## src/rtl/mmm_pkg.sv

```systemverilog
// Shared IFU types: line-queue entry, request FSM states and the line-tag helper.
package mmm_pkg;
    localparam int XLEN           = 32;
    localparam int ILEN           = 32;
    localparam int IFU_LINE_WORDS = 4;
    localparam int IFU_OFFSET     = $clog2(IFU_LINE_WORDS * ILEN / 8);
    localparam int IFU_TAG_W      = XLEN - IFU_OFFSET;
    localparam int IFU_LINE_W     = IFU_LINE_WORDS * ILEN;
    localparam int IFU_WSEL_W     = (IFU_LINE_WORDS > 1) ? $clog2(IFU_LINE_WORDS) : 1;

    typedef struct packed {
        logic                  valid;
        logic [IFU_TAG_W-1:0]  tag;
        logic [IFU_LINE_W-1:0] data;
    } ifu_entry_t;

    typedef enum logic [1:0] {IDLE, WAIT, DRAIN} ifu_req_state_t;

    function automatic logic [IFU_TAG_W-1:0] line_tag(input logic [XLEN-1:0] addr);
        return IFU_TAG_W'(addr >> IFU_OFFSET);
    endfunction
endpackage

```

## src/rtl/ifu_line_lookup.sv

```systemverilog
// Combinational tag CAM and word mux over the line queue. With IFU_PREFETCH_EN
// it also reports the hit index and whether line tag+1 is already buffered.
module ifu_line_lookup
    import mmm_pkg::*;
#(
    parameter int DEPTH = 4
) (
    input  ifu_entry_t            entries_i [DEPTH],
    input  logic [IFU_TAG_W-1:0]  tag_i,
    input  logic [IFU_WSEL_W-1:0] word_sel_i,
    output logic                  hit_o,
    output logic [ILEN-1:0]       word_o
`ifdef IFU_PREFETCH_EN
   ,output logic [((DEPTH > 1) ? $clog2(DEPTH) : 1)-1:0] hit_idx_o,
    output logic                  next_hit_o
`endif
);
    logic [IFU_LINE_WORDS-1:0][ILEN-1:0] hit_line;

    // At most one entry can match, so the last match wins without priority cost.
    always_comb begin
        hit_o    = 1'b0;
        hit_line = '0;
        for (int i = 0; i < DEPTH; i++) begin
            if (entries_i[i].valid && entries_i[i].tag == tag_i) begin
                hit_o    = 1'b1;
                hit_line = entries_i[i].data;
            end
        end
    end

    assign word_o = hit_line[word_sel_i];

`ifdef IFU_PREFETCH_EN
    localparam int PTR_W = (DEPTH > 1) ? $clog2(DEPTH) : 1;
    logic [IFU_TAG_W-1:0] next_tag;

    assign next_tag = tag_i + IFU_TAG_W'(1);

    always_comb begin
        hit_idx_o  = '0;
        next_hit_o = 1'b0;
        for (int i = 0; i < DEPTH; i++) begin
            if (entries_i[i].valid && entries_i[i].tag == tag_i) begin
                hit_idx_o = PTR_W'(i);
            end
            if (entries_i[i].valid && entries_i[i].tag == next_tag) begin
                next_hit_o = 1'b1;
            end
        end
    end
`endif
endmodule

```

## src/rtl/ifu_line_queue.sv

```systemverilog
// Fully-associative, FIFO-replaced instruction line queue with a single-outstanding
// i-cache request FSM. Define IFU_PREFETCH_EN to enable sequential next-line prefetch.
module ifu_line_queue
    import mmm_pkg::*;
#(
    parameter int DEPTH      = 4,
    parameter int LINE_WORDS = IFU_LINE_WORDS  // entry type is shared, keep equal to IFU_LINE_WORDS
) (
    input  logic                       clk_i,
    input  logic                       rst_i,
    input  logic                       flush_i,
    input  logic [XLEN-1:0]            pc_i,
    output logic                       fetch_ready_o,
    output logic                       read_req_o,
    output logic [XLEN-1:0]            read_addr_o,
    input  logic                       read_done_i,
    input  logic [LINE_WORDS*ILEN-1:0] cache_line_i,
    input  logic                       issue_ready_i,
    output logic                       issue_valid_o,
    output logic [ILEN-1:0]            instruction_o,
    output logic [XLEN-1:0]            instr_pc_o
);
    localparam int PTR_W = (DEPTH > 1) ? $clog2(DEPTH) : 1;

    ifu_entry_t       entries_q [DEPTH];
    ifu_entry_t       entries_d [DEPTH];
    logic [PTR_W-1:0] alloc_q, alloc_d;
    ifu_req_state_t   state_q, state_d;
    logic [XLEN-1:0]  read_addr_q, read_addr_d;
    logic             issue_valid_q, issue_valid_d;
    logic [ILEN-1:0]  instr_q, instr_d;
    logic [XLEN-1:0]  instr_pc_q, instr_pc_d;

    logic [IFU_TAG_W-1:0] pc_tag;
    logic                 hit;
    logic [ILEN-1:0]      hit_word;
    logic                 out_free;
    logic                 capture;

`ifdef IFU_PREFETCH_EN
    logic [PTR_W-1:0] hit_idx;
    logic             next_hit;
    logic             prefetch_go;
`endif

    assign pc_tag = line_tag(pc_i);

    ifu_line_lookup #(.DEPTH(DEPTH)) u_lookup (
        .entries_i  (entries_q),
        .tag_i      (pc_tag),
        .word_sel_i (IFU_WSEL_W'(pc_i >> 2)),
        .hit_o      (hit),
        .word_o     (hit_word)
`ifdef IFU_PREFETCH_EN
       ,.hit_idx_o  (hit_idx),
        .next_hit_o (next_hit)
`endif
    );

`ifdef IFU_PREFETCH_EN
    // Never prefetch into the slot that holds the line currently being executed.
    assign prefetch_go = hit && !next_hit && (DEPTH > 1) && (hit_idx != alloc_q);
`endif

    assign out_free      = !issue_valid_q || issue_ready_i;
    assign capture       = hit && out_free && !flush_i;
    assign fetch_ready_o = flush_i || (hit && out_free);

    // NOTE: every always_comb output gets a default first, so no path can infer a latch.
    always_comb begin
        state_d     = state_q;
        read_addr_d = read_addr_q;
        alloc_d     = alloc_q;
        entries_d   = entries_q;
        unique case (state_q)
            IDLE: begin
                if (!hit && !flush_i) begin
                    read_addr_d = {pc_tag, {IFU_OFFSET{1'b0}}};
                    state_d     = WAIT;
                end
`ifdef IFU_PREFETCH_EN
                else if (prefetch_go) begin
                    read_addr_d = {pc_tag + IFU_TAG_W'(1), {IFU_OFFSET{1'b0}}};
                    state_d     = WAIT;
                end
`endif
            end
            WAIT: begin
                if (read_done_i) begin
                    if (!flush_i) begin
                        entries_d[alloc_q] = '{valid: 1'b1, tag: line_tag(read_addr_q), data: cache_line_i};
                        alloc_d = (alloc_q == PTR_W'(DEPTH - 1)) ? '0 : alloc_q + PTR_W'(1);
                    end
                    state_d = IDLE;
                end else if (flush_i) begin
                    state_d = DRAIN;
                end
            end
            DRAIN: begin
                if (read_done_i) begin
                    state_d = IDLE;
                end
            end
            default: state_d = IDLE;
        endcase
    end

    always_comb begin
        issue_valid_d = issue_valid_q;
        instr_d       = instr_q;
        instr_pc_d    = instr_pc_q;
        if (flush_i) begin
            issue_valid_d = 1'b0;
        end else if (capture) begin
            issue_valid_d = 1'b1;
            instr_d       = hit_word;
            instr_pc_d    = pc_i;
        end else if (out_free) begin
            issue_valid_d = 1'b0;
        end
    end

    // NOTE: state registers use non-blocking assignments so every flop samples pre-edge values.
    always_ff @(posedge clk_i) begin
        if (rst_i) begin
            state_q       <= IDLE;
            alloc_q       <= '0;
            read_addr_q   <= '0;
            issue_valid_q <= 1'b0;
            instr_q       <= '0;
            instr_pc_q    <= '0;
        end else begin
            state_q       <= state_d;
            alloc_q       <= alloc_d;
            read_addr_q   <= read_addr_d;
            issue_valid_q <= issue_valid_d;
            instr_q       <= instr_d;
            instr_pc_q    <= instr_pc_d;
        end
    end

    // NOTE: only the valid bits are reset; tag and data are don't-care until valid is set.
    always_ff @(posedge clk_i) begin
        if (rst_i) begin
            for (int i = 0; i < DEPTH; i++) begin
                entries_q[i].valid <= 1'b0;
            end
        end else begin
            entries_q <= entries_d;
        end
    end

    assign read_req_o    = (state_q != IDLE);
    assign read_addr_o   = read_addr_q;
    assign issue_valid_o = issue_valid_q;
    assign instruction_o = instr_q;
    assign instr_pc_o    = instr_pc_q;
endmodule

```

## config.mk

```make
export PLATFORM = sky130hd
export DESIGN_NAME = ifu_line_queue
export DESIGN_NICKNAME = d
export VERILOG_FILES = /design/src/rtl/mmm_pkg.sv /design/src/rtl/ifu_line_lookup.sv /design/src/rtl/ifu_line_queue.sv
export SDC_FILE = /design/constraint.sdc
export NUM_CORES = 1
export LEC_CHECK = 0
export CORE_MARGIN = 3
export CORE_UTILIZATION = 60
export CTS_BUF_LIST = sky130_fd_sc_hd__clkbuf_2
export DETAILED_ROUTE_END_ITERATION = 12
export MAX_ROUTING_LAYER = met4
export PLACE_DENSITY = 0.94
export REMOVE_ABC_BUFFERS = 1
export SLEW_MARGIN = 20
export SYNTH_ARGS = -nofsm -noshare
export SYNTH_HDL_FRONTEND = slang
export SYNTH_SLANG_ARGS = --single-unit
```

## constraint.sdc

```tcl
create_clock -name clk_i -period 7.9 [get_ports clk_i]
set_input_delay 0.79 -clock clk_i [delete_from_list [all_inputs] [get_ports clk_i]]
set_output_delay 0.79 -clock clk_i [all_outputs]
set_load 0.02 [all_outputs]
```

# Yosys cells after proc, flatten, opt, wreduce, memory -nomap -nowiden
# Cells that the tools add are included.
# classes
n_reduce_logical	22
order_cmp	3
n_mux	21
n_bitwise	3
add_sub_neg	1
n_eq_ne	10
# ops
op	count
628-bit bitwise mux	1
128-bit 2-to-1 mux	4
157-bit demux with 2-bit select	1
157-bit 2-to-1 mux	1
28-bit == test	4
32-bit binary-select mux with 2-bit select	1
32-bit 2-to-1 mux	1
2-bit 2-to-1 mux	5
1-bit logical AND	8
1-bit 2-to-1 mux	6
2-bit one-hot mux with 3 select lines	1
3-bit AND reduction	2
2-bit == test (second input constant)	2
2-bit != test (second input constant)	2
2-bit AND reduction	2
4-bit AND reduction	1
2-bit nonzero test	2
3-bit greater-or-equal comparator (second input constant)	1
1-bit logical NOT	3
2-bit by 3-bit < comparator with 1-bit output (second input constant)	1
3-bit by 1-bit < comparator with 1-bit output (second input constant)	1
3-bit != test (second input constant)	1
2-bit NOT with 3-bit output	1
2-bit by 1-bit adder with 2-bit output (second input constant)	1
5 further kinds	7
# totals
in_bits	165
wordCells	78
output_inout_bits	99
ff_bits	725

# Longest topological paths before layout
# depth
depth_word	10
depth_mapped	12

# By module
# Synthesis repeated with hierarchy kept, for this count alone.
# hier_totals
hier_cells	2007
hier_area_um2	29050.4
# modules_own_cells
mod	instances	cells_per_inst	seq_area_each_um2	area_each_um2
ifu_line_queue	1	1093	20759.9	22990.8
ifu_line_lookup	1	914	0.0	6059.6

# Worst setup path before layout
# No wires, ideal clock.
# synth_timing
path_type	input-to-reg
startpoint	in flush_i
endpoint	reg entries_q[0] in the netlist's numbering, enable pin
arrival_time_ps	4830
path_buffers	0
path_stages	4
path_slack_ps	2534
cell_sequence	nor2_1 -> nand3_1 -> nor2_1 -> and2_1
# synth_via
elab_chain_cells	2
# synth_rtl
element	line_no	rtl
start, declared	ifu_line_queue.sv:11	input logic flush_i,
1-bit NOT (no source line)	n/a	
4-bit AND reduction (no source line)	n/a	
end signal, assigned	ifu_line_queue.sv:149	entries_q <= entries_d;
end, declared	ifu_line_queue.sv:25	ifu_entry_t entries_q [DEPTH];
# Every way passes these cells.
# A chain may end at the register's enable or synchronous reset.

# Worst setup path in the final report
# layout_timing
startpoint	reg entries_q[599] in the netlist's numbering
endpoint	out fetch_ready_o
# layout_via
elab_chain_cells	8
# layout_rtl
element	line_no	rtl
28-bit == test	ifu_line_lookup.sv:25	if (entries_i[i].valid && entries_i[i].tag == tag_i) begin
1-bit logical AND	ifu_line_lookup.sv:25	
1-bit 2-to-1 mux (4 in series)	ifu_line_lookup.sv:25	
1-bit logical AND	ifu_line_queue.sv:67	assign fetch_ready_o = flush_i || (hit && out_free);
1-bit logical OR	ifu_line_queue.sv:67	
end, declared	ifu_line_queue.sv:13	output logic fetch_ready_o,
# Every way passes these cells.

==> reports/qor.yml <==
run_status:
  status: "finished clean"
power_and_ir_drop:
  p_switching_uw: 1720
  intPower_uw: 5261
  power_frac_comb: 0.046
  p_sw_frac: 0.2464
  powerDensity_mw_per_mm2: 206.2
  ir_worst_vdd_mv: 0.2221
  p_total_uw: 6981
  p_seq_frac: 0.600
  power_leakage_uw: 0.01090
  pwr-share-clk: 0.355
synthesis:
  synth_edf_count: 624
  synth_async_sr_flop_share: 0
  ys_types: 52
  seq_area_frac_synth: 0.7345
  synthFlopType: "edfxtp_1"
  netlist_instances: 1964
  synth.cell_area_mm2: 0.02826
  yosys.area.top_type: "edfxtp_1"
  synth_top_area_share: 0.6630
  yosys-top-cells-area: "edfxtp_1 66%, dfxtp_1 7.2%, a221oi_1 3.9%, xnor2_1 3.3%, nand2_1 2.9%"
  synth.avg_cell_area_um2: 14.39
  yosys_warnings: 0
  synth-seq-cells: 725
clock_tree:
  clockBufferDepth: 3
  htree_levels: 4
  path_clk_slew_ps: 180
  cts_buffers: 167
  cts_setup_buffers: 0
  root_buffer: "clkbuf_2"
  clk-insertion-delay-late_ps: 1420
  cts_tree: "done"
  clock-sinks: 725
routing:
  dr_wl_met3_mm: 9.593
  met1Wirelength_mm: 27.77
  drc: 0
  num_vias: 20144
  via_per_inst: 6.436
  wl_per_cell_um: 26.10
  firstDrtPassIters: 6
  top_layer: "met4"
  initialDrtViolationCount: 2960
  drt_wl_total_mm: 81.68
  detail-route-antenna-nets: 0
  route.met2.wl_mm: 41.57
placement:
  hpwl_mm: 44.30
  place.gp.congestion: 0.9201
  portBuffers: 259
  place_inst: 2694
  placed_area_mm2: 0.03113
hold_path:
  min_to: "entries_q[190]$_DFFE_PP_"
  hp-class: "in2reg"
  hold_start: "cache_line_i[33]"
  hold_depth: 1
global_route:
  grt_max_degree: 258
  grt_use_total: 0.3315
  grt_pass1_vias: 20163
  grt-ovfl-total: 0
  grt_pass1_wl_mm: 120.7
  grt_antenna_before_repair: 13
floorplan:
  core_region_area_mm2: 0.04597
  die_h_um: 223.0
  die_width_um: 223.0
  num_rows: 78
  ioPinCount: 264
  die-area_mm2: 0.04975
  start_util: 0.6149
timing:
  worst_pin_slew_ps: 1214
  hold_viol_final: 0
  whs_ps: 91.07
  finalSetupViolations: 0
  max_freq_mhz: 196.5
  fin_crit_sh: 0.6441
  maxSlewHeadroom: 0.1901
  fin_crit_ps: 5089
  fin_skew_ps: 134.9
  final-max-slew-violation-count: 0
  rsz0062_at_grt: "no"
finish:
  fillers: 2676
  final_cell_area_mm2: 0.03386
  syn_to_final_growth_pct: 19.78
  finalNonFillerCells: 3130
  drive_above_1_share: 0.1426
  layout.nets: 2543
setup_path:
  cp_num_buf_inv: 1
  worstPathCellList: "xnor2_1, nand4_1, nor4_1, a32o_1, or3_1, a21o_1, clkdlybuf4s50_1"
  critical_path_class: "reg2out"
  worstPathMaxFanout: 5
  cp.required_ps: 7110
  path_delay_family: "simple AND/OR/NAND/NOR gates"
  slowest_delay_ps: 630
  reg2reg_to: "instruction_o[31]$_SDFFE_PP0P_"
  worst_r2r_path_depth: 8
  cp-end-kind: "output pin"
  cpMaxStageDelayCell: "clkdlybuf4s50_1"
  reg2reg_from: "entries_q[305]$_DFFE_PP_"
  cp.arrival_ps: 4300
  r2r_setup_slack_ps: 3280
  start_kind: "flop"
flow_run:
  cap_violations: 0
-- cell families after synthesis --
logic type | count (synthesis) | synth area share
flip-flops | 725 | 0.7345
AND/OR/NAND/NOR | 514 | 0.08088
AO/OA/AOI/OAI | 440 | 0.1175
buffers and inverters | 166 | 0.02829
XOR/XNOR | 110 | 0.03542
adder cells (fa/ha/maj) | 4 | 0.001771
multiplexers | 4 | 0.001461
other | 1 | 0.0001327
-- cell usage in the layout, fill, tap and decap left out, types with 33 or more instances in the layout --
master	synthesis	layout
a221oi_1	126	126
nand2_1	222	222
nor3_1	38	36
dfxtp_1	101	101
edfxtp_1	624	624
clkbuf_2	0	259
dlygate4sd3_1	0	110
o31ai_1	76	76
o21ai_0	34	34
nand4_1	43	43
o22ai_1	33	33
xnor2_1	105	105
a21oi_1	91	91
clkdlybuf4s50_1	0	258
nor2_1	138	138
-- metrics by stage --
stage,setup WS [ps],setup TNS (ps),utilization
after floorplan,-5327,-247310,-
after global placement,2429,0,0.6771
after detailed placement,2397,0,0.6771
after CTS,2699,0,0.7350
after global routing,2622,0,0.7365
final,2811,0,0.7365
-- state kept, by name, summed over array words and instances, names as in the netlist --
signal / cells
alloc_q: 2
entries_q: 628
instr_pc_o: 32
instruction_o: 32
issue_valid_o: 1
read_addr_o: 28
state_q: 2
-- cell usage after synthesis (2+ instances only) --
cell        n
edfxtp_1  624
nand2_1   222
nor2_1    138
a221oi_1  126
xnor2_1   105
dfxtp_1   101
a21oi_1    91
o31ai_1    76
clkbuf_1   69
buf_2      51
nand4_1    43
nor3_1     38
o21ai_0    34
o22ai_1    33
a211oi_2   31
or3_1      21
a31o_1     20
nand3_1    16
buf_1      13
inv_1      12
o21bai_1   12
buf_4      11
nor4_1     10
buf_6       8
nand2b_1    6
a21o_1      5
and2_1      5
xnor2_2     5
and3_1      4
ha_1        4
mux2i_1     3
or4_1       3
a211oi_1    2
a221oi_2    2
nor2b_1     2
nor4_2      2
-- routing by layer --
metal  global-route usage  vias to the layer above
met5                    -                        -
met4               0.1444                        0
met3              0.08039                      245
met2               0.5378                     1724
met1               0.3994                     9696
li1                     -                     8479
-- worst max-delay path by stage --
stage / cells past startpoint / slack, ps / start / end
after detailed placement: 9 / 2400 / pc_i[24] / instruction_o[27]$_SDFFE_PP0P_
after global placement: 9 / 2430 / pc_i[24] / instruction_o[27]$_SDFFE_PP0P_
after CTS: 7 / 2700 / entries_q[599]$_DFFE_PP_ / fetch_ready_o
after floorplan: 8 / -5330 / pc_i[17] / instruction_o[11]$_SDFFE_PP0P_
final: 7 / 2810 / entries_q[599]$_DFFE_PP_ / fetch_ready_o
after global routing: 7 / 2620 / entries_q[599]$_DFFE_PP_ / fetch_ready_o
-- cell type report --
cell class	instances	area [um^2]	area share
timing repair buffer	391	3891	0.1149
tap	600	750.7	0.02217
clock inverter	47	264.0	0.007798
sequential	725	20760	0.6132
inverter	13	48.80	0.001441
antenna	19	47.55	0.001404
multi-input combinational	1076	6797	0.2008
clock buffer	259	1296	0.03829
-- power by group through the flow --
stage	clock network (uW)	registers, uW	logic (uW)
final	2480	4190	319
after global routing	2680	4190	333
after CTS	2430	4180	311
after detailed placement	0	4270	262
after global placement	0	4270	252
after floorplan	0	4280	63.9
-- what timing repair did --
| item | 4_1_cts | 5_1_grt |
|---|---|---|
| hold buffers | 110 | 0 |
| gates resized for setup | 0 | 0 |
| endpoints found under the hold margin | 389 | 0 |
(Power assumes the default switching activity.)
